File: src/rtl/dma_burst_engine.sv
// Single-channel AXI copy engine: moves cfg_len words from cfg_src to cfg_dst through a
// 16-word buffer, one read burst then one write burst per chunk, never crossing a 4 KB row.
module dma_burst_engine #(
    parameter logic [3:0] MID       = 4'd2,
    parameter int         MAX_BEATS = 16
) (
    input  logic        clk,
    input  logic        rst,
    input  logic [31:0] cfg_src,
    input  logic [31:0] cfg_dst,
    input  logic [15:0] cfg_len,
    input  logic        cfg_start,
    input  logic        cfg_clr,
    output logic        busy,
    output logic        done,
    output logic        err,
    output logic [3:0]  ARID,
    output logic [31:0] ARADDR,
    output logic [3:0]  ARLEN,
    output logic [2:0]  ARSIZE,
    output logic [1:0]  ARBURST,
    output logic        ARVALID,
    input  logic        ARREADY,
    input  logic [3:0]  RID,
    input  logic [31:0] RDATA,
    input  logic [1:0]  RRESP,
    input  logic        RLAST,
    input  logic        RVALID,
    output logic        RREADY,
    output logic [3:0]  AWID,
    output logic [31:0] AWADDR,
    output logic [3:0]  AWLEN,
    output logic [2:0]  AWSIZE,
    output logic [1:0]  AWBURST,
    output logic        AWVALID,
    input  logic        AWREADY,
    output logic [31:0] WDATA,
    output logic [3:0]  WSTRB,
    output logic        WLAST,
    output logic        WVALID,
    input  logic        WREADY,
    input  logic [3:0]  BID,
    input  logic [1:0]  BRESP,
    input  logic        BVALID,
    output logic        BREADY
);
    typedef enum logic [2:0] {
        S_IDLE, S_CALC, S_AR, S_R, S_AW, S_W, S_B, S_DONE
    } state_t;

    localparam logic [15:0] MAX_BEATS_W = 16'(MAX_BEATS);

    state_t      state_reg, state_next;
    logic [31:0] src_ptr_reg, dst_ptr_reg;
    logic [15:0] remain_reg;
    logic [3:0]  blen_reg, rcnt_reg, wcnt_reg;
    logic [31:0] wdata_reg;
    logic        done_reg, err_reg;
    logic [31:0] buf_mem [0:15];

    logic [10:0] src_room, dst_room;
    logic [15:0] calc_beats;
    logic [4:0]  beats;
    logic [15:0] remain_after;
    logic        r_hs, r_end, aw_hs, w_hs, w_end, b_hs;
    logic        unused_ok;

    // IDs are not checked and the low address bits are forced to zero.
    assign unused_ok = ^{RID, BID, cfg_src[1:0], cfg_dst[1:0]};

    // Words left before the next 4 KB row boundary (1..1024).
    assign src_room = 11'd1024 - {1'b0, src_ptr_reg[11:2]};
    assign dst_room = 11'd1024 - {1'b0, dst_ptr_reg[11:2]};

    always_comb begin
        calc_beats = remain_reg;
        if (calc_beats > MAX_BEATS_W)
            calc_beats = MAX_BEATS_W;
        if ({5'd0, src_room} < calc_beats)
            calc_beats = {5'd0, src_room};
        if ({5'd0, dst_room} < calc_beats)
            calc_beats = {5'd0, dst_room};
    end

    assign beats        = {1'b0, blen_reg} + 5'd1;
    assign remain_after = remain_reg - {11'd0, beats};

    assign r_hs  = (state_reg == S_R) && RVALID;
    assign r_end = r_hs && (RLAST || (rcnt_reg == blen_reg));
    assign aw_hs = (state_reg == S_AW) && AWREADY;
    assign w_hs  = (state_reg == S_W) && WREADY;
    assign w_end = w_hs && (wcnt_reg == blen_reg);
    assign b_hs  = (state_reg == S_B) && BVALID;

    always_ff @(posedge clk or posedge rst) begin
        if (rst)
            state_reg <= S_IDLE;
        else
            state_reg <= state_next;
    end

    always_comb begin
        state_next = state_reg;
        ARVALID    = 1'b0;
        RREADY     = 1'b0;
        AWVALID    = 1'b0;
        WVALID     = 1'b0;
        BREADY     = 1'b0;
        case (state_reg)
            S_IDLE: if (cfg_start) state_next = (cfg_len == 16'd0) ? S_DONE : S_CALC;
            S_CALC: state_next = S_AR;
            S_AR: begin
                ARVALID = 1'b1;
                if (ARREADY) state_next = S_R;
            end
            S_R: begin
                RREADY = 1'b1;
                if (r_end) state_next = S_AW;
            end
            S_AW: begin
                AWVALID = 1'b1;
                if (AWREADY) state_next = S_W;
            end
            S_W: begin
                WVALID = 1'b1;
                if (w_end) state_next = S_B;
            end
            S_B: begin
                BREADY = 1'b1;
                if (BVALID) state_next = (remain_after == 16'd0) ? S_DONE : S_CALC;
            end
            S_DONE:  state_next = S_IDLE;
            default: state_next = S_IDLE;
        endcase
    end

    // Buffer write port: one word per accepted read beat.
    always_ff @(posedge clk) begin
        if (r_hs)
            buf_mem[rcnt_reg] <= RDATA;
    end

    // Datapath; the buffer read is registered and prefetched one beat ahead of WDATA.
    always_ff @(posedge clk or posedge rst) begin
        if (rst) begin
            src_ptr_reg <= 32'd0;
            dst_ptr_reg <= 32'd0;
            remain_reg  <= 16'd0;
            blen_reg    <= 4'd0;
            rcnt_reg    <= 4'd0;
            wcnt_reg    <= 4'd0;
            wdata_reg   <= 32'd0;
        end else begin
            case (state_reg)
                S_IDLE: if (cfg_start) begin
                    src_ptr_reg <= {cfg_src[31:2], 2'b00};
                    dst_ptr_reg <= {cfg_dst[31:2], 2'b00};
                    remain_reg  <= cfg_len;
                end
                S_CALC: blen_reg <= 4'(calc_beats - 16'd1);
                S_R: if (r_hs) rcnt_reg <= r_end ? 4'd0 : rcnt_reg + 4'd1;
                S_AW: if (aw_hs) wdata_reg <= buf_mem[4'd0];
                S_W: if (w_hs) begin
                    wcnt_reg <= w_end ? 4'd0 : wcnt_reg + 4'd1;
                    if (!w_end)
                        wdata_reg <= buf_mem[wcnt_reg + 4'd1];
                end
                S_B: if (b_hs) begin
                    src_ptr_reg <= src_ptr_reg + {25'd0, beats, 2'b00};
                    dst_ptr_reg <= dst_ptr_reg + {25'd0, beats, 2'b00};
                    remain_reg  <= remain_after;
                end
                default: ;
            endcase
        end
    end

    // Sticky flags; a clear wins over a set in the same cycle.
    always_ff @(posedge clk or posedge rst) begin
        if (rst) begin
            done_reg <= 1'b0;
            err_reg  <= 1'b0;
        end else begin
            if (cfg_clr)
                done_reg <= 1'b0;
            else if (state_reg == S_DONE)
                done_reg <= 1'b1;
            if (cfg_clr)
                err_reg <= 1'b0;
            else if ((r_hs && RRESP != 2'b00) || (b_hs && BRESP != 2'b00))
                err_reg <= 1'b1;
        end
    end

    assign busy    = (state_reg != S_IDLE);
    assign done    = done_reg;
    assign err     = err_reg;

    assign ARID    = ARVALID ? MID : 4'd0;
    assign ARADDR  = src_ptr_reg;
    assign ARLEN   = blen_reg;
    assign ARSIZE  = ARVALID ? 3'b010 : 3'b000;
    assign ARBURST = ARVALID ? 2'b01 : 2'b00;

    assign AWID    = AWVALID ? MID : 4'd0;
    assign AWADDR  = dst_ptr_reg;
    assign AWLEN   = blen_reg;
    assign AWSIZE  = AWVALID ? 3'b010 : 3'b000;
    assign AWBURST = AWVALID ? 2'b01 : 2'b00;

    assign WDATA   = wdata_reg;
    assign WSTRB   = WVALID ? 4'hF : 4'h0;
    assign WLAST   = WVALID && (wcnt_reg == blen_reg);
endmodule

File: config.mk
export PLATFORM = sky130hd
export DESIGN_NAME = dma_burst_engine
export DESIGN_NICKNAME = d
export VERILOG_FILES = /design/src/rtl/dma_burst_engine.sv
export SDC_FILE = /design/constraint.sdc
export NUM_CORES = 1
export LEC_CHECK = 0
export BUFFER_PORTS_ARGS = -buffer_cell sky130_fd_sc_hd__buf_2
export CAP_MARGIN = 10
export CORE_MARGIN = 2
export CORE_UTILIZATION = 59
export DETAILED_ROUTE_END_ITERATION = 10
export PLACE_DENSITY = 0.9
export SETUP_SLACK_MARGIN = 0.5
export SLEW_MARGIN = 10
export SYNTH_ARGS = -nofsm -noshare
export SYNTH_HDL_FRONTEND = slang
export SYNTH_SLANG_ARGS = --single-unit
File: constraint.sdc
create_clock -name clk -period 5.85 [get_ports clk]
set_input_delay 0.2925 -clock clk [delete_from_list [all_inputs] [get_ports clk]]
set_output_delay 0.2925 -clock clk [all_outputs]
set_load 0.1 [all_outputs]
# After elaboration in Yosys (flattened, before gate mapping)
# Memories as Yosys holds them, arrays and structs flattened.
# Cells that the tools add are included.
classes:
  addsub: 9
  multipliers: 0
  n_div: 0
  magnitude_cmp: 3
  eq_ne: 19
  shift: 0
  n_mux: 45
  bitwise: 0
  reduce_logical: 26
op_table:
  columns: ["cell", "count"]
  rows:
  - ["$mux W32", 7]
  - ["$pmux W32 S2", 3]
  - ["$add A32 B7 Y32", 2]
  - ["$mux W16", 4]
  - ["$logic_not A16 Y1", 2]
  - ["$lt A11 B16 Y1", 2]
  - ["$pmux W16 S2", 1]
  - ["$mux W3", 8]
  - ["$pmux W3 S8", 1]
  - ["$sub A11 B10 Y11 const A", 2]
  - ["$ne A2 B2 Y1 const B", 10]
  - ["$gt A16 B5 Y1 const B", 1]
  - ["$mux W4", 4]
  - ["$sub A16 B5 Y16", 1]
  - ["$mux W1", 13]
  - ["$eq A3 B3 Y1 const B", 4]
  - ["$reduce_bool A2 Y1", 6]
  - ["$logic_and A1 B1 Y1", 9]
  - ["$add A4 B1 Y4 const B", 2]
  - ["$eq A4 B4 Y1", 2]
  - ["$mux W2", 4]
  - ["$eq A3 B2 Y1 const B", 2]
  - ["$reduce_and A6 Y1", 1]
  - ["$add A4 B1 Y5 const B", 1]
  - ["8 further kinds", 10]
word_totals:
  ff_bits: 129
  latchBits: 0
  mem_bits_rw: 512
  mem_bits_ro: 0
  input_bits: 134
  output_inout_bits: 135
  word_cells: 113
  mem_count: 1
mem_list:
  columns: ["memory", "depth", "width", "read_ports", "rd_ports_with_merged_regs", "wr", "line", "text"]
  rows:
  - ["buf_mem", 16, 32, 2, 0, 1, "59", "logic [31:0] buf_mem [0:15];"]

# Depth between registers and ports, before layout
depth:
  word_depth: 7
  mapped_depth: 25
  depth_no_buf: 23

# Least setup slack after synthesis
# OpenSTA, ideal clock, no wires.
synth_path:
  path_type: "register to register"
  from: "register state_reg[2]"
  to: "memory buf_mem[0][0], enable pin"
  setup_time_ps: 503
  arrival_time_ps: 5595
  required_ps: 5347
  setup_slack_ps: -248
  stages_incl_launch_ff: 6
  path_buffers: 1
  synth_period_minus_slack_ps: 6098
  path_cell_list: "dfrtp_1 > clkbuf_1 > nand2b_1 > nor2_1 > nand2_1 > nor4_1"
synth_via:
  elab_chain_cells: 4
synth_lines:
  columns: ["item", "line", "text"]
  rows:
  - ["start, declared", "53", "state_t state_reg, state_next;"]
  - ["start signal, assigned", "99", "state_reg <= state_next;"]
  - ["$eq A3 B2 Y1", "88", "assign r_hs = (state_reg == S_R) && RVALID;"]
  - ["$logic_and A1 B1 Y1", "88", null]
  - ["$mux W1", "139", "if (r_hs)"]
  - ["$mux W1 (not written as such)", "140", "buf_mem[rcnt_reg] <= RDATA;"]
  - ["end, declared", "59", null]
# Every way passes these cells.

# Worst setup path in the final report
layout_path:
  from: "register remain_reg[8]"
  to: "register blen_reg[2], in the netlist ARLEN[2]"
layout_via:
  elab_chain_cells: 7
layout_lines:
  columns: ["item", "line", "text"]
  rows:
  - ["start, declared", "55", "logic [15:0] remain_reg;"]
  - ["start signal, assigned", "158", "remain_reg <= cfg_len;"]
  - ["start signal, assigned", "171", "remain_reg <= remain_after;"]
  - ["$gt A16 B5 Y1", "77", "if (calc_beats > MAX_BEATS_W)"]
  - ["$mux W16 *", "77", null]
  - ["$lt A11 B16 Y1", "79", "if ({5'd0, src_room} < calc_beats)"]
  - ["$mux W16 *", "79", null]
  - ["$lt A11 B16 Y1", "81", "if ({5'd0, dst_room} < calc_beats)"]
  - ["$mux W4 *", "81", null]
  - ["$sub A4 B1 Y4 *", "160", "S_CALC: blen_reg <= 4'(calc_beats - 16'd1);"]
  - ["end signal, assigned", "160", null]
  - ["end, declared", "56", "logic [3:0] blen_reg, rcnt_reg, wcnt_reg;"]
# Mark *: on every way between the ends. The rest lies on a longest branch, timed or not.
# A chain may end at the register's enable or synchronous reset.

==> flow_metrics.tcl <==
set metrics [dict create \
    status "completed" \
    ys_async_sr_fraction 0.1962 \
    cts_made_buffers 61 \
    seqCellArea_mm2 0.01851 \
    drive_above_1_share 0.2705 \
    regMostFlops "buf_mem" \
    cts_max_path_buffers 3 \
    nNetsFinal 2267 \
    antenna_found_initial 8 \
    min_period_ns 5.120 \
    wl_met2_um 41640 \
    areaGrowthSynthToFinish_pct 17.04 \
    synthesis.area_mm2 0.02788 \
    dr.max_layer_used "met5" \
    clkLatencyLatePin_ns 0.66 \
    via_per_inst 6.748 \
    worstMarginPinSlew_ns 1.294 \
    die_h_um 221.4 \
    synth_edf_count 512 \
    hp-class "in -> reg" \
    yosysWarnings 0 \
    met3_length_um 8119 \
    dp_hpwl_um 45070 \
    min_period_over_period 0.8752 \
    fmax_mhz 195.3 \
    hold_start "RDATA[11]" \
    endpoint_kind "register" \
    cts.clk_slew.worst_paths_ns 0.08 \
    clock-root-buffer "clkbuf_16" \
    routedWlPerCell_um 29.61 \
    start_util 0.5989 \
    power_density_mw_per_mm2 606.2 \
    rsz0062_at_grt "no" \
    grt_start_max_net_pins 129 \
    htree_levels 2 \
    p_leak_nw 11.65 \
    holdWs_ns 0.01593 \
    seq_area_frac_synth 0.6636 \
    rows 79 \
    cp.arrival_ns 5.60 \
    synth_top_flop_cell "edfxtp_1" \
    worst-setup-path-type "reg -> reg" \
    largest_reg_flops 512 \
    most-common-layout-cells "512 x edfxtp_1, 240 x buf_2, 160 x mux4_2" \
    fillers 2835 \
    setup_violations 0 \
    grt_pass1_vias 18874 \
    die_area_mm2 0.04901 \
    die_w_um 221.4 \
    clock-sinks 637 \
    boundaryPins 269 \
    reg2reg_from "remain_reg[8]" \
    relSlewSlack 0.1372 \
    drv_cap 0 \
    synth_seq_cells 637 \
    crit_fanout 6 \
    fin_util 0.7009 \
    synth_cells 1791 \
    syn_avg_cell_area_um2 15.57 \
    numPortBuffers 240 \
    critPathLaunchType "register" \
    coreArea_mm2 0.04656 \
    drt_pass1_iterations 8 \
    drt-met1-wl_um 27510 \
    grt_pass1_wl_um 120200 \
    cts_tree "done" \
    drc_errors 0 \
    multi_input_area_mm2 0.008942 \
    hold_violations 0 \
    required_ns 6.33 \
    first_iter_violations 2543 \
    fin_worst_skew_ns 0.03325 \
    drv_slew 0 \
    synth_cell_types 63 \
    via_count 18557 \
    drt.antenna.violating_nets 0 \
    max-vdd-ir-drop_v 0.0008200 \
    track_usage 0.3325 \
    drt-total-wl_um 81430 \
    crit_start "remain_reg[8]" \
    overflow 0 \
    final_common_cell "edfxtp_1" \
    gp_congestion 0.9203 \
]
[path summary, 6_finish.rpt]
check,end,slack (ns),depth (start not counted)
max,ARLEN[2],0.73,22
min,buf_mem[1][11],0.02,1
max reg2reg,ARLEN[2],0.73,22
min reg2reg,WDATA[13],0.48,2
max in group asynchronous,wcnt_reg[0],4.08,4
min in group asynchronous,WDATA[24],0.34,3
[layout make-up]
| type | count | area share |
|---|---|---|
| Sequential cell | 637 | 0.5672 |
| Multi-Input combinational cell | 1008 | 0.2741 |
| Timing Repair Buffer | 340 | 0.06549 |
| Clock buffer | 76 | 0.04973 |
| Tap cell | 607 | 0.02328 |
| Clock inverter | 38 | 0.01530 |
| Inverter | 38 | 0.004525 |
| Antenna cell | 6 | 0.0004601 |
[power by group]
group | switching (W) | internal, W | leakage (nW) | total [W]
clock network | 0.00181 | 0.00242 | 1.04 | 0.00423
registers | 0.000632 | 0.00539 | 6.09 | 0.00602
logic | 0.00640 | 0.00313 | 4.52 | 0.00953
[logic make-up after synthesis]
kind of cell / count (synthesis) / synth area share
DFF: 637 / 0.6636
and+or+nand+nor: 384 / 0.06458
AOI/OAI and AO/OA: 318 / 0.06768
muxes: 198 / 0.1430
buffers and inverters: 166 / 0.02670
adders and majority gates: 47 / 0.02190
xor gates and xnor gates: 39 / 0.01225
other: 2 / 0.0002694
[metal layers]
metal	track usage	up-vias
li1	-	7580
met1	0.4029	9248
met2	0.5738	1451
met3	0.06400	274
met4	0.1661	4
met5	0	-
[critical path, stage by stage (launching register included)]
cell and delay, ns:
dfrtp_1 0.42, or4_4 0.58, or4_4 0.58, nor3_4 0.20, nand2_1 0.16, ha_1 0.33
nand3_1 0.08, a21oi_1 0.08, o21bai_2 0.18, and3_4 0.28, mux2i_4 0.25, inv_1 0.06
ha_1 0.29, a21o_1 0.13, a21oi_1 0.08, o221ai_2 0.22, o22ai_2 0.12, a31oi_4 0.22
nor2_1 0.08, a31oi_2 0.18, ha_2 0.20, xor2_1 0.15, a21oi_1 0.08
[repair_timing]
action,CTS,global route
pin swaps,1,7
gates resized for setup,3,15
hold buffers,64,0
buffers inserted,0,6
cloned,0,0
endpoints found under the setup margin,2,4
endpoints found under the hold margin,201,0
[stage by stage]
step	setup TNS, ns	instance area, um^2	std cells	total power [W]	setup WS, ns
after global routing	0	32630	2748	0.02050	0.4418
after detailed placement	0	29710	2560	0.01520	0.2464
after floorplan	-31.74	27960	1811	0.01322	-0.2480
after CTS	0	32490	2738	0.01953	0.5056
final	0	32630	2750	0.01978	0.7304
after global placement	0	29710	2560	0.01483	0.4664
[synth_stat cells (3+ instances only)]
cell type | instances | area share
or3_1 | 9 | 0.0020
ha_1 | 44 | 0.020
nand2b_1 | 4 | 0.00090
nor2_1 | 96 | 0.013
inv_1 | 36 | 0.0048
o21a_1 | 4 | 0.0011
clkbuf_1 | 82 | 0.011
a41oi_1 | 4 | 0.0013
nand3_1 | 41 | 0.0074
o22ai_1 | 18 | 0.0040
buf_4 | 32 | 0.0086
fa_1 | 3 | 0.0022
nor4b_1 | 3 | 0.00094
a31oi_1 | 18 | 0.0040
a2bb2oi_1 | 8 | 0.0025
a21o_1 | 11 | 0.0030
dfrtp_1 | 125 | 0.11
mux2i_1 | 36 | 0.013
xor2_1 | 16 | 0.0050
or4_1 | 3 | 0.00081
nand4_1 | 14 | 0.0031
a21oi_1 | 103 | 0.018
edfxtp_1 | 512 | 0.55
xnor2_1 | 23 | 0.0072
and3_1 | 17 | 0.0038
o21ai_0 | 105 | 0.019
buf_1 | 13 | 0.0018
nand2_1 | 133 | 0.018
nor4_1 | 16 | 0.0036
and2_1 | 11 | 0.0025
a22oi_1 | 6 | 0.0016
nor3_1 | 22 | 0.0039
o2bb2ai_1 | 3 | 0.00094
o22a_1 | 11 | 0.0035
nor2b_1 | 3 | 0.00067
o311ai_0 | 3 | 0.00094
o21bai_1 | 6 | 0.0016
and4_1 | 3 | 0.00094
mux4_2 | 160 | 0.13
No activity file was read; power rests on OpenSTA's default activity.
